==> src/rtl/keypad_scanner.sv <==
// 4x4 active-low keypad scanner with per-press debounce.
// Emits a held key code, a held flag and a one-cycle accept pulse.
module keypad_scanner #(
  parameter int SCAN_DIV     = 4,
  parameter int DEBOUNCE_CNT = 4
) (
  input  logic       clk,
  input  logic       rst,
  input  logic [3:0] row_in,
  output logic [3:0] col_out,
  output logic [3:0] keypad,
  output logic       key_valid,
  output logic       key_down
);

  localparam int DW = (SCAN_DIV > 1) ? $clog2(SCAN_DIV) : 1;
  localparam int CW = $clog2(DEBOUNCE_CNT + 1);

  typedef enum logic [1:0] {
    SCAN,
    DEBOUNCE,
    HELD
  } state_t;

  state_t state, state_d;

  logic [3:0]    sync1, sync2;
  logic [DW-1:0] div;
  logic [1:0]    col, col_d;
  logic [1:0]    row, row_d;
  logic [CW-1:0] cnt, cnt_d, cnt_inc;
  logic [3:0]    keypad_d;
  logic          key_down_d, key_valid_d;

  logic          sample;
  logic [3:0]    low;
  logic          one_low;
  logic [1:0]    low_row;
  logic          hit;
  logic          same;
  logic          rel;
  logic [3:0]    code;
  logic          cnt_done;

  assign sample   = div == DW'(SCAN_DIV - 1);
  assign low      = ~sync2;
  assign hit      = one_low && !(low_row == 2'd3 && col == 2'd3);
  assign same     = sync2 == ~(4'b0001 << row);
  assign rel      = sync2[row];
  assign code     = {row, col} + 4'd1;
  assign cnt_inc  = cnt + CW'(1);
  assign cnt_done = cnt_inc == CW'(DEBOUNCE_CNT);
  assign col_out  = ~(4'b0001 << col);

  always_comb begin
    one_low = 1'b0;
    low_row = 2'd0;
    case (low)
      4'b0001: begin one_low = 1'b1; low_row = 2'd0; end
      4'b0010: begin one_low = 1'b1; low_row = 2'd1; end
      4'b0100: begin one_low = 1'b1; low_row = 2'd2; end
      4'b1000: begin one_low = 1'b1; low_row = 2'd3; end
      default: ;
    endcase
  end

  always_comb begin
    state_d     = state;
    col_d       = col;
    row_d       = row;
    cnt_d       = cnt;
    keypad_d    = keypad;
    key_down_d  = key_down;
    key_valid_d = 1'b0;
    unique case (state)
      SCAN: begin
        if (sample) begin
          if (hit) begin
            row_d   = low_row;
            cnt_d   = '0;
            state_d = DEBOUNCE;
          end else begin
            col_d = col + 2'd1;
          end
        end
      end
      DEBOUNCE: begin
        if (sample) begin
          if (same) begin
            cnt_d = cnt_inc;
            if (cnt_done) begin
              cnt_d       = '0;
              state_d     = HELD;
              keypad_d    = code;
              key_down_d  = 1'b1;
              key_valid_d = 1'b1;
            end
          end else begin
            state_d = SCAN;
            col_d   = col + 2'd1;
          end
        end
      end
      HELD: begin
        // only the latched row matters; other keys are ignored here
        if (sample) begin
          if (rel) begin
            cnt_d = cnt_inc;
            if (cnt_done) begin
              cnt_d      = '0;
              state_d    = SCAN;
              col_d      = 2'd0;
              keypad_d   = 4'd0;
              key_down_d = 1'b0;
            end
          end else begin
            cnt_d = '0;
          end
        end
      end
      default: state_d = SCAN;
    endcase
  end

  always_ff @(posedge clk or negedge rst) begin
    if (!rst) begin
      state     <= SCAN;
      sync1     <= 4'hF;
      sync2     <= 4'hF;
      div       <= '0;
      col       <= 2'd0;
      row       <= 2'd0;
      cnt       <= '0;
      keypad    <= 4'd0;
      key_down  <= 1'b0;
      key_valid <= 1'b0;
    end else begin
      state     <= state_d;
      sync1     <= row_in;
      sync2     <= sync1;
      div       <= sample ? '0 : div + DW'(1);
      col       <= col_d;
      row       <= row_d;
      cnt       <= cnt_d;
      keypad    <= keypad_d;
      key_down  <= key_down_d;
      key_valid <= key_valid_d;
    end
  end

endmodule

==> config.mk <==
export PLATFORM = sky130hd
export DESIGN_NAME = keypad_scanner
export DESIGN_NICKNAME = d
export VERILOG_FILES = /design/src/rtl/keypad_scanner.sv
export SDC_FILE = /design/constraint.sdc
export NUM_CORES = 1
export LEC_CHECK = 0
export ABC_CLOCK_PERIOD_IN_PS = 3110
export CORE_MARGIN = 2
export CORE_UTILIZATION = 44
export CTS_BUF_LIST = sky130_fd_sc_hd__clkbuf_8 sky130_fd_sc_hd__clkbuf_16
export DETAILED_ROUTE_END_ITERATION = 8
export HOLD_SLACK_MARGIN = 0.06
export PLACE_DENSITY = 0.63
export RECOVER_POWER = 100
export SLEW_MARGIN = 5
export SYNTH_ARGS = -nofsm -noshare
export SYNTH_HDL_FRONTEND = slang
export SYNTH_SLANG_ARGS = --single-unit
==> constraint.sdc <==
create_clock -name clk -period 3.11 [get_ports clk]
set_input_delay 0.7775 -clock clk [delete_from_list [all_inputs] [get_ports clk]]
set_output_delay 0.7775 -clock clk [all_outputs]
set_load 0.02 [all_outputs]
Word level (Yosys, flattened, before mapping)

Index checks and enable logic that the tools add are counted.

Register bits after elaboration: 25
Latch bits: 0
Bits in writable memories: 0
Memory bits (read-only): 0
Logic and storage cells: 99
Memories kept: 0

$add $sub $neg: 4
$mul: 0
Divide/modulo/power cells: 0
$lt $le $gt $ge: 1
Equal/unequal tests: 22
Shift operators: 2
Muxes and demuxes: 45
Bitwise logic cells: 3
Reductions and logical operators: 12

Operator list:

| kind                                             | count |
|---|---|
| two-way mux 2 bit                                | 13 |
| two-way mux 4 bit                                | 6 |
| two-way mux 3 bit                                | 7 |
| inequality test 2 bit (second input constant)    | 10 |
| case mux 2 bit (3 select lines)                  | 3 |
| AND reduction 7 bit                              | 2 |
| two-way mux 1 bit                                | 12 |
| NOT 4 bit                                        | 3 |
| case mux 3 bit (3 select lines)                  | 1 |
| == test 2 bit (second input constant)            | 4 |
| case mux 4 bit (2 select lines)                  | 1 |
| AND reduction 8 bit                              | 1 |
| left shift 1 x 2 -> 4 bit (first input constant) | 2 |
| AND reduction 6 bit                              | 1 |
| adder 2 x 1 -> 2 bit (second input constant)     | 2 |
| adder 4 x 1 -> 4 bit (second input constant)     | 1 |
| == test 4 x 1 -> 1 bit (second input constant)   | 1 |
| == test 4 x 2 -> 1 bit (second input constant)   | 1 |
| == test 4 x 3 -> 1 bit (second input constant)   | 1 |
| == test 4 bit                                    | 1 |
| == test 4 bit (second input constant)            | 1 |
| OR reduction 4 bit                               | 1 |
| adder 3 x 1 -> 3 bit (second input constant)     | 1 |
| == test 3 bit (second input constant)            | 1 |
| 11 further kinds                                 | 12 |

Depth between registers and ports, before layout

Word-level depth: 10
Mapped depth: 8
Depth with buffers taken out: 7

Worst setup path before layout

Ideal clock, no wire load.

Path kind: reg-to-reg
From: register sync2[1]
To: register key_down
Library setup time: 125 ps
Arrival time: 2226 ps
Required time: 2985 ps
Slack: 759 ps
Cell stages (with the launch flop): 8
Buffers on the path: 2
Cell sequence: dfstp_2 buf_6 or3b_1 a211oi_2 nor3b_1 or4_1 buf_6 mux2_4

Word-level cells in the longest chain between the ends: 4
Elaborated cells between the ends (all ways): 6
Classes of those cells: 3 x eq/ne; 2 x mux; 1 x reduce/logical

RTL lines:

| what                                    | RTL line | RTL |
|---|---|---|
| from (decl)                             | 27       | `logic [3:0] sync1, sync2;` |
| from (signal assigned)                  | 140      | `sync2 <= sync1;` |
| binary-select mux 1 bit (select 2 bit)  | 49       | `assign rel = sync2[row];` |
| two-way mux 1 bit (implied by the code) | 49       |  |
| inequality test 2 bit (no line)         | -        |  |
| AND reduction 7 bit (no line) (*)       | -        |  |
| to (signal assigned)                    | 146      | `key_down <= key_down_d;` |
| to (decl)                               | 13       | `output logic key_down` |

Mark *: on every way between the ends. The rest lies on a longest branch, timed or not. The select of a mux whose other input is x is not followed.
A chain may end at the register's enable or synchronous reset.

Worst setup path after layout

From: register sync2[3]
To: register keypad[1]

Word-level cells in the longest chain between the ends: 4
Elaborated cells between the ends (all ways): 6
Classes of those cells: 3 x eq/ne; 2 x mux; 1 x reduce/logical

RTL lines:

| what                                    | RTL line | RTL |
|---|---|---|
| binary-select mux 1 bit (select 2 bit)  | 49       |  |
| two-way mux 1 bit (implied by the code) | 49       |  |
| inequality test 2 bit (no line)         | -        |  |
| AND reduction 7 bit (no line) (*)       | -        |  |
| to (signal assigned)                    | 145      | `keypad <= keypad_d;` |
| to (decl)                               | 11       | `output logic [3:0] keypad,` |

Marked as above.

==> flow_metrics.py <==
metrics = {
    "cts": {
        "post_cts_resized": 0,
        "ctsHoldBuffers": 0,
        "cts_setup_buffers": 0,
        "cts_max_path_buffers": 2,
        "clkSinkCount": 25,
        "clock_latency_ps": 260,
        "cts-root-buf": "clkbuf_8",
        "cts_made_buffers": 3,
        "path_clk_slew_ps": 80,
        "cts_tree": "done",
        "htree_levels": 1,
    },
    "synthesis": {
        "syn-num-nets": 148,
        "ys_seq_area_frac": 0.433,
        "syn_inst": 131,
        "synth_seq_cells": 25,
        "synth_cell_type_count": 41,
        "syn_area_um2": 1470,
        "synth_area_leaders": "dfrtp_1 (29%), dfstp_2 (14%), ha_1 (9.4%)",
        "synth_top_area_frac": 0.290,
        "avgSynthCellArea_um2": 11.2,
        "ys_warn_count": 0,
        "synth.largest_area_cell": "dfrtp_1",
    },
    "worst_setup_path": {
        "cp.required_ps": 3260,
        "r2r-start": "sync2[3]",
        "startpoint_type": "register",
        "path_class": "register to register",
        "r2r_slack_ps": 620,
        "crit_path_top_delay_cell": "dfstp_1",
        "setup.worst_path.end_class": "register",
        "path_cells": "or3b_1 > a21oi_1 > nor3b_1 > or4_1 > mux2_1",
        "r2r-end": "keypad[1]",
        "path_delay_family": "simple AND/OR/NAND/NOR gates",
        "worst_r2r_path_depth": 5,
        "critPathBufInv": 0,
        "cpPeakStageDelay_ps": 670,
        "arrival_ps": 2640,
        "path_max_fanout": 10,
    },
    "global_route": {
        "antenna_found_initial": 0,
        "grt_pass1_wl_mm": 4.24,
        "grt_pass1_vias": 972,
        "grt-ovfl-total": 0,
        "grt_usage": 0.153,
        "grt_max_degree": 26,
    },
    "drt": {
        "drt-initial-drc-count": 29,
        "routed_via_density": 5.15,
        "first_pass_iters": 4,
        "wl_per_cell_um": 12.7,
        "wirelength_mm": 2.39,
        "num_vias": 968,
        "antenna_left": 0,
        "drc": 0,
    },
    "worst_hold_path": {
        "hp-class": "register to register",
        "worstHoldStart": "sync1[1]",
        "worstHoldEndpoint": "sync2[1]",
        "hold_path_depth": 0,
    },
    "sta": {
        "final-setup-viol-count": 0,
        "fin_skew_ps": 1.42,
        "fmax_mhz": 401,
        "hold_ws_ps": 359,
        "final_hold_viol_count": 0,
        "fin_crit_sh": 0.801,
        "tns_ps": 0,
        "relSlewSlack": 0.144,
        "grt_setup_unrepaired": "no",
        "finalCriticalPeriod_ps": 2490,
        "report.final.slew_viol_count": 0,
        "worst_pin_slew_ps": 1280,
    },
    "layout": {
        "final_common_cell": "dfrtp_1",
        "final_layout_size_suffix_gt1_frac": 0.125,
        "mostFrequentLayoutCells": "dfrtp_1 (17), dlygate4sd3_1 (15), inv_1 (14), ha_1 (11), nor2_1 (10)",
        "syn_to_final_growth_pct": 11.6,
        "fin_nets": 162,
        "final_util": 0.527,
        "instances_no_fill": 188,
        "fin_area_um2": 1640,
        "antenna_cells": 0,
    },
    "floorplanning": {
        "die_h_um": 61.7,
        "io_pins": 16,
        "num_rows": 20,
        "fp.dieW_um": 61.7,
        "dieArea_um2": 3810,
        "coreArea_um2": 3100,
        "start_util": 0.473,
    },
    "placement": {
        "placed_area_um2": 1610,
        "place_hpwl_mm": 1.84,
        "gp_congestion": 0.821,
        "port_buffers": 15,
        "dpl.cell_count": 184,
    },
    "run_status": {
        "status": "completed",
    },
    "power": {
        "p_leak_nw": 0.755,
        "max-vdd-ir-drop_mv": 0.287,
        "powerDensity_nw_per_um2": 588,
    },
    "run": {
        "maxCapViolations": 0,
    },
}
worst max path at each step:
stage / start / end / slack (ps) / cells after the start
global placement: sync2[1] / keypad[0] / 690 / 5
detailed placement: sync2[1] / keypad[0] / 640 / 5
floorplan: sync2[1] / key_down / 760 / 7
CTS: sync2[1] / key_down / 630 / 5
finish: sync2[3] / keypad[1] / 620 / 5
global route: sync2[3] / keypad[0] / 430 / 5
worst reg2reg max path, cell delays in order (launching register included):
cell,delay [ps]
dfstp_1,670
or3b_1,370
a21oi_1,210
nor3b_1,120
or4_1,640
mux2_1,360
routing by layer:
metal,wire length [um],share of wire,GRT usage
met5,0,0,0
met4,59,0.025,0.0821
met3,62,0.026,0.0186
met2,1140,0.48,0.257
met1,1130,0.47,0.193
logic make-up after synthesis:
group | count (synthesis) | synth area share
compound gates | 20 | 0.106
xor+xnor | 4 | 0.0239
fa+ha+maj | 11 | 0.0939
buf+inv | 20 | 0.0776
flops | 25 | 0.433
mux | 12 | 0.115
simple gates | 39 | 0.150
sequential cells by signal (all words and copies together) (netlist names):
register,count
keypad,4
sync1,4
sync2,4
cnt,3
col,2
div,2
row,2
state,2
key_down,1
key_valid,1
final cells by class:
cell class	instances	area, um2
clock buffer	3	41.3
clock inverter	1	3.75
fill	296	1470
inverter	13	48.8
multi-input combinational	86	698
sequential	25	636
tap	44	55.1
timing repair buffer	16	154
per-stage QoR:
stage	setup WS, ps	power [mW]
2_1_floorplan	759	0.677
3_3_place_gp	685	0.784
3_5_place_dp	636	0.801
4_1_cts	627	0.992
5_1_grt	433	1.04
6_report	618	0.962
cell usage after synthesis:
| cell | instances |
|---|---|
| dfrtp_1 | 17 |
| inv_1 | 13 |
| ha_1 | 11 |
| nor2_1 | 10 |
| dfstp_2 | 8 |
| nand2_1 | 8 |
| mux2_2 | 6 |
| buf_6 | 5 |
| mux2_4 | 5 |
| a21oi_1 | 4 |
| or3b_1 | 4 |
| nand2b_1 | 3 |
| xor2_1 | 3 |
| a311oi_1 | 2 |
| nand3_1 | 2 |
| nand3b_1 | 2 |
| nor3b_1 | 2 |
| o21a_1 | 2 |
| o21ai_0 | 2 |
| a211oi_2 | 1 |
| a22oi_1 | 1 |
| a41o_1 | 1 |
| and2_1 | 1 |
| and3_2 | 1 |
| and3b_1 | 1 |
| buf_2 | 1 |
| clkbuf_1 | 1 |
| mux4_1 | 1 |
| nand4b_1 | 1 |
| nor2b_1 | 1 |
| nor3_1 | 1 |
| nor4b_1 | 1 |
| o2111a_1 | 1 |
| o2111ai_1 | 1 |
| o21bai_1 | 1 |
| o2bb2ai_1 | 1 |
| o31ai_1 | 1 |
| o32a_1 | 1 |
| o41ai_1 | 1 |
| or4_1 | 1 |
| xnor2_1 | 1 |
power by group:
group	internal [mW]	leakage, nW	total, mW	switching [mW]
logic	0.165	0.418	0.359	0.194
registers	0.365	0.310	0.416	0.0503
clock network	0.0883	0.0269	0.187	0.0987
total	0.619	0.755	0.962	0.343
Power figures use the tool's default switching activity.
